<file path="src/rtl/vga_mem_arbiter.sv">
// vga_mem_arbiter: shares one single-port pixel memory between the VGA
// display fetch path and a writer. Display wins during active video,
// blanking uses round-robin, and a starved writer gets a forced slot.
// Ports:
//   clk, rst               : pixel clock, synchronous active-high reset
//   blank                  : blanking indicator from the timing generator
//   disp_req/addr/ack      : display fetch request handshake
//   disp_rdata/rvalid      : fetched pixel, two cycles after disp_ack
//   wr_req/addr/data/ack   : writer request handshake
//   mem_en/we/addr/wdata   : single-port memory command
//   mem_rdata              : memory read data, one cycle after a read
//   force_cnt              : saturating count of forced writer slots
module vga_mem_arbiter #(
    parameter int AW         = 19,
    parameter int DW         = 3,
    parameter int WR_TIMEOUT = 1023
) (
    input  logic          clk,
    input  logic          rst,
    input  logic          blank,
    input  logic          disp_req,
    input  logic [AW-1:0] disp_addr,
    output logic          disp_ack,
    output logic [DW-1:0] disp_rdata,
    output logic          disp_rvalid,
    input  logic          wr_req,
    input  logic [AW-1:0] wr_addr,
    input  logic [DW-1:0] wr_data,
    output logic          wr_ack,
    output logic          mem_en,
    output logic          mem_we,
    output logic [AW-1:0] mem_addr,
    output logic [DW-1:0] mem_wdata,
    input  logic [DW-1:0] mem_rdata,
    output logic [7:0]    force_cnt
);

    localparam int WW = (WR_TIMEOUT < 2) ? 1 : $clog2(WR_TIMEOUT + 1);
    localparam logic [WW-1:0] TMO = WW'(WR_TIMEOUT);

    logic          rr;
    logic [WW-1:0] wr_wait;
    logic          rd_pend;
    logic          forced;

    // Grant decision is purely combinational on requests, blank and state
    always_comb begin
        disp_ack = 1'b0;
        wr_ack   = 1'b0;
        forced   = 1'b0;
        if (!rst) begin
            if (!blank) begin
                if (wr_req && wr_wait == TMO) begin
                    wr_ack = 1'b1;
                    forced = 1'b1;
                end else if (disp_req) begin
                    disp_ack = 1'b1;
                end else if (wr_req) begin
                    wr_ack = 1'b1;
                end
            end else begin
                if (disp_req && wr_req) begin
                    if (rr) wr_ack = 1'b1;
                    else    disp_ack = 1'b1;
                end else if (disp_req) begin
                    disp_ack = 1'b1;
                end else if (wr_req) begin
                    wr_ack = 1'b1;
                end
            end
        end
    end

    always_comb begin
        mem_en    = 1'b0;
        mem_we    = 1'b0;
        mem_addr  = '0;
        mem_wdata = '0;
        if (disp_ack) begin
            mem_en   = 1'b1;
            mem_addr = disp_addr;
        end else if (wr_ack) begin
            mem_en    = 1'b1;
            mem_we    = 1'b1;
            mem_addr  = wr_addr;
            mem_wdata = wr_data;
        end
    end

    always_ff @(posedge clk) begin
        if (rst) begin
            rr        <= 1'b0;
            wr_wait   <= '0;
            force_cnt <= '0;
        end else begin
            // Pointer always favours the requester not served this cycle
            if (disp_ack)    rr <= 1'b1;
            else if (wr_ack) rr <= 1'b0;

            if (wr_ack || !wr_req) wr_wait <= '0;
            else if (wr_wait != TMO) wr_wait <= wr_wait + 1'b1;

            if (forced && force_cnt != 8'hFF)
                force_cnt <= force_cnt + 8'd1;
        end
    end

    // Read pipeline: ack at T, memory data at T+1, registered at T+2.
    // Reset flushes the pending stage so pre-reset acks never return.
    always_ff @(posedge clk) begin
        if (rst) begin
            rd_pend     <= 1'b0;
            disp_rvalid <= 1'b0;
            disp_rdata  <= '0;
        end else begin
            rd_pend     <= disp_ack;
            disp_rvalid <= rd_pend;
            if (rd_pend) disp_rdata <= mem_rdata;
        end
    end

endmodule
</file>
<file path="config.mk">
export PLATFORM = sky130hd
export DESIGN_NAME = vga_mem_arbiter
export DESIGN_NICKNAME = d
export VERILOG_FILES = /design/src/rtl/vga_mem_arbiter.sv
export SDC_FILE = /design/constraint.sdc
export NUM_CORES = 1
export LEC_CHECK = 0
export ABC_AREA = 0
export CAP_MARGIN = 15
export CORE_MARGIN = 2
export CORE_UTILIZATION = 35
export DETAILED_ROUTE_END_ITERATION = 16
export GPL_ROUTABILITY_DRIVEN = 0
export PLACE_DENSITY = 0.82
export SKIP_CTS_REPAIR_TIMING = 1
export SLEW_MARGIN = 5
export SYNTH_ARGS = -nofsm -noshare
export SYNTH_HDL_FRONTEND = slang
export SYNTH_SLANG_ARGS = --single-unit
export TNS_END_PERCENT = 1
</file>
<file path="constraint.sdc">
create_clock -name clk -period 2.79 [get_ports clk]
set_input_delay 0.558 -clock clk [delete_from_list [all_inputs] [get_ports clk]]
set_output_delay 0.558 -clock clk [all_outputs]
set_load 0.005 [all_outputs]
</file>
# Yosys cells after proc, flatten, opt, wreduce, memory -nomap -nowiden

Cells that the tools add are included.

Divide/modulo/power cells: 0
$add $sub $neg: 2
Bitwise gates (word level): 0
Equal/unequal tests: 3
Mux-type cells: 25
Multiply operators: 0
Shift operators: 0
Reduce and logical (&&, ||, !) cells: 7
Order comparisons: 0

Operator list:

| cell                                          | count |
|---|---|
| 2-to-1 mux 19 bit                             | 2 |
| 2-to-1 mux 1 bit                              | 21 |
| adder 10 x 1 -> 10 bit, second input constant | 1 |
| equality test 10 bit, second input constant   | 1 |
| != test 10 bit, second input constant         | 1 |
| adder 8 x 1 -> 8 bit, second input constant   | 1 |
| != test 8 bit, second input constant          | 1 |
| 2-to-1 mux 3 bit                              | 2 |
| logical AND 1 bit                             | 3 |
| nonzero test 2 bit                            | 1 |
| OR reduction 2 bit                            | 1 |
| logical NOT 1 bit                             | 1 |
| logical OR 1 bit                              | 1 |

Logic and storage cells: 43
Bits in registers: 24
Input bits: 49
RAM bits: 0
Memories kept: 0
Bits in latches: 0
Output and inout bits: 38
Bits in read-only memories: 0

# Longest topological paths before layout

Word-level depth: 7
Mapped depth: 7
Gate-level depth less buffers: 5

# Worst setup path after synthesis

No wires, ideal clock.

Path kind: register to output
Start point: reg wr_wait[0]
End point: out mem_addr[10]
Arrival: 2.023 ns
Cell stages (with the launch flop): 8
Path slack: 0.209 ns
Data required time: 2.232 ns
Buffers on the path: 2
Path through: dfxtp_1 > ha_1 > nand4_4 > or4_1 > buf_2 > and3_1 > buf_2 > a22o_1

Elaborated cells between the ends (all ways): 10

RTL lines:

| item                   | RTL line | text |
|---|---|---|
| start, declared        | 42       | `logic [WW-1:0] wr_wait;` |
| start signal, assigned | 101      | `else if (wr_wait != TMO) wr_wait <= wr_wait + 1'b1;` |
| equality test 10 bit   | 53       | `if (wr_req && wr_wait == TMO) begin` |
| logical AND 1 bit      | 53       |  |
| 2-to-1 mux 1 bit       | 53       |  |
| 2-to-1 mux 1 bit       | 52       | `if (!blank) begin` |
| 2-to-1 mux 1 bit       | 51       | `if (!rst) begin` |
| named net disp_ack     | 23       | `output logic disp_ack,` |
| 2-to-1 mux 19 bit      | 79       | `if (disp_ack) begin` |
| end, declared          | 32       | `output logic [AW-1:0] mem_addr,` |

The timed path passes the listed nets, and every way through them passes these cells.

# Final worst setup path

Start point: reg wr_wait[0]
End point: out mem_addr[18]

Longest elaborated chain between the ends: 7
Elaborated cells between the ends (all ways): 10

RTL lines:

| item                     | RTL line | text |
|---|---|---|
| equality test 10 bit (*) | 53       |  |
| logical AND 1 bit (*)    | 53       |  |
| 2-to-1 mux 1 bit         | 53       |  |
| 2-to-1 mux 1 bit         | 52       |  |
| 2-to-1 mux 1 bit         | 51       |  |
| 2-to-1 mux 19 bit        | 82       | `end else if (wr_ack) begin` |
| 2-to-1 mux 19 bit (*)    | 79       |  |

Every way passes the cells marked *; elsewhere a longest branch is shown, timed or not.

==> results.md <==
* Status: finished clean
* Slowest cell on the critical path: or4_4
* Commonest cells after routing, fill and taps aside: clkdlybuf4s50_1 (59), dlymetal6s2s_1 (27), dfxtp_1 (22), buf_4 (22), a22o_1 (19)
* Worst path buffer plus inverter count at 3
* Rows at 22
* Vias at about 1600
* DRC at 0
* First-pass GRT wire length at approximately 6800 um
* Vias in the first global route at ~1500
* Mean routed wirelength per cell at between 15 and 20 um
* Startpoint Class: flop
* Hold wc startpoint: disp_rdata[1]
* Die Height at roughly 66 um
* CTS clock-pin slew for the worst setup and hold paths at 0.08 ns
* Synth warnings at 0
* CP endpoint kind: primary output
* Drt pass-1 iters at 4
* Pin count of the biggest net entering global routing at 24
* Worst-path maximum fanout at 11
* Library cells used by synthesis at 37
* Min-Delay Path Depth at 2
* Post-synthesis sequential area ratio at between 30 and 40%
* Worst Tran Pin Value at between 0.5 and 0.6 ns
* Fraction of layout cells with a size suffix above 1 at between 10% and 20%
* Cts bufs inserted at 3
* Yosys reg bits at 24
* Fraction of registers with async set/reset at 0%
* Synth Flop Type: dfxtp_1
* Max Cap Viol at 0
* Number of synthesized flops with an enable pin at 0
* Clk root buf: clkbuf_8
* Critical path class: flop to primary output
* DRT antenna net count at 0
* Worst R2R Setup Slack at between 0.6 and 0.7 ns
* WL final at 4840 um
* # port buffers at 86
* TritonCTS clock tree: done
* Grt total ovfl at 0
* Commonest non-fill, non-tap cell in the layout: clkdlybuf4s50_1
* Layout area overhead at 95.0%
* Final min period at roughly 2.7 ns
* CP top delay family: simple AND/OR/NAND/NOR gates
* Mapped Cells at 160
* Final Power at roughly 850 uW
* NumNets Final at 318
* Post-route setup TNS at 0 ns
* Slowest stage delay, CP at 0.53 ns
* Die X at about 66 um
* Final hold violations at 0
* Cell Chain, Critical Path: ha_4 > nand4_4 > or4_4 > a21oi_4 > buf_4 > clkbuf_16 > a22o_1 > dlymetal6s2s_1
* VDD IR-drop max at about 0.00038 V
* Final setup viols at 0
* Syn Area/Cell at about 8.5 um^2
* Vias per cell at 5.21
* Fillers at 275
* Antenna cell count at 0
* Hold Path Sink: disp_rdata[1]
* F_max at between 300 and 400 MHz
* TritonCTS sink count at 24
* Worst path required time at 2.23 ns
* Max-Slew Margin vs Limit at between 60% and 70%
* R2r worst-path depth at 6
* H-tree levels at 1
* I/O Pins at between 80 and 90
* Worst EP arrival at around 2.2 ns
* Final Worst Setup Slack at between 0.04 and 0.05 ns
* Post-detail-place hpwl at 3460 um
* Synth Net Count at 211
* Total track usage at a little under 20%
* Final setup skew at 0.00268 ns
* Reg2Reg Launch Point: wr_wait[0]
* Reg-to-Reg End: force_cnt[3]
* Die Footprint at between 0.004 and 0.005 mm^2
* Clock Latency Late Sink at approximately 0.27 ns
* P_leak at 1.34 nW
* Core area at between 0.003 and 0.004 mm^2
* Tcrit/Tclk final at 98.4%
* Buffer depth of the longest clock path at 2
* Max-slew violations at 0
* Initial DRC count at 126
* Starting Density at roughly 37%
* Dpl ws at -0.534 ns
* Hold Path Class: flop to flop
* Initial antenna violation count at 0
* Power Density at ~320 mW/mm^2
* Synthesized area at approximately 0.0014 mm^2
flip-flops by register name, indices dropped and copies added, names as in the netlist:
signal	flops
disp_rdata	3
disp_rvalid	1
force_cnt	8
rd_pend	1
rr	1
wr_wait	10
worst min-delay path: stages (launching register included):
cell	delay [ns]
dfxtp_1	0.33
mux2i_1	0.07
nor2_1	0.07
kinds of logic (layout without fill, tap and decap cells):
group	count (synthesis)	count (layout)	synth area share, %
and+or+nand+nor	65	65	26.4
DFF	24	24	35.5
xor gates and xnor gates	1	1	0.646
adders and majority gates	2	2	1.85
AOI/OAI and AO/OA	50	50	27.3
buffers and inverters	12	118	3.88
muxes	6	6	4.43
metal layers:
metal / global-route usage (%) / vias up / wire (um)
met5: 0 / - / 0
met4: 4.34 / 0 / 24
met3: 4.94 / 2 / 254
met2: 34.4 / 49 / 2610
met1: 24.6 / 764 / 1950
li1: - / 821 / -
how the worst max path moves through the flow:
stage                from      endpoint  slack, ns  cells past startpoint
4_1_cts             blank  mem_addr[13]      -0.54                      7
2_1_floorplan  wr_wait[0]  mem_addr[10]       0.21                      7
3_5_place_dp        blank  mem_addr[13]      -0.53                      7
5_1_grt        wr_wait[0]  mem_addr[10]      -0.05                      8
6_report       wr_wait[0]  mem_addr[18]       0.05                      8
3_3_place_gp        blank   mem_addr[7]      -0.52                      7
power breakdown:
part / switching (mW) / internal [mW] / total, mW
logic: 0.0612 / 0.138 / 0.199
registers: 0.00439 / 0.348 / 0.352
clock network: 0.112 / 0.192 / 0.304
total: 0.177 / 0.678 / 0.855
through the flow:
step / hold slack (ns) / cells / utilization, % / cell area (um^2)
finish: 0.502 / 314 / 71.6 / 2640
global route: 0.546 / 314 / 71.6 / 2640
CTS: 0.508 / 308 / 67.1 / 2470
detailed placement: 0.488 / 304 / 65.1 / 2400
global placement: 0.474 / 304 / 65.1 / 2400
floorplan: 0.483 / 160 / - / 1360
cell type report:
class | instances | area [um^2] | share of cell area (%)
clock inverter | 1 | 30.0 | 1.14
tap | 48 | 60.1 | 2.27
clock buffer | 3 | 41.3 | 1.56
inverter | 3 | 11.3 | 0.426
sequential | 24 | 483 | 18.3
multi-input combinational | 124 | 858 | 32.5
timing repair buffer | 111 | 1160 | 43.8
cell usage after synthesis, drive strengths merged, types with 2 or more instances:
library cell,number,area (um^2)
nor2b,2,12.5
and3,4,25.0
inv,3,11.3
nand3b,2,15.0
and2,3,18.8
a211oi,2,15.0
nor4,3,18.8
nand4,3,33.8
clkbuf,3,11.3
buf,6,30.0
a22o,19,166
dfxtp,24,480
ha,2,25.0
nor3,3,15.0
mux2i,6,60.1
a21oi,12,63.8
a31oi,2,12.5
or4,5,37.5
nor2,17,63.8
o31ai,3,22.5
or3,2,12.5
o211ai,2,15.0
nand3,9,45.0
o21ai,5,25.0
nand2,8,30.0
No activity file was read; power rests on OpenSTA's default activity.
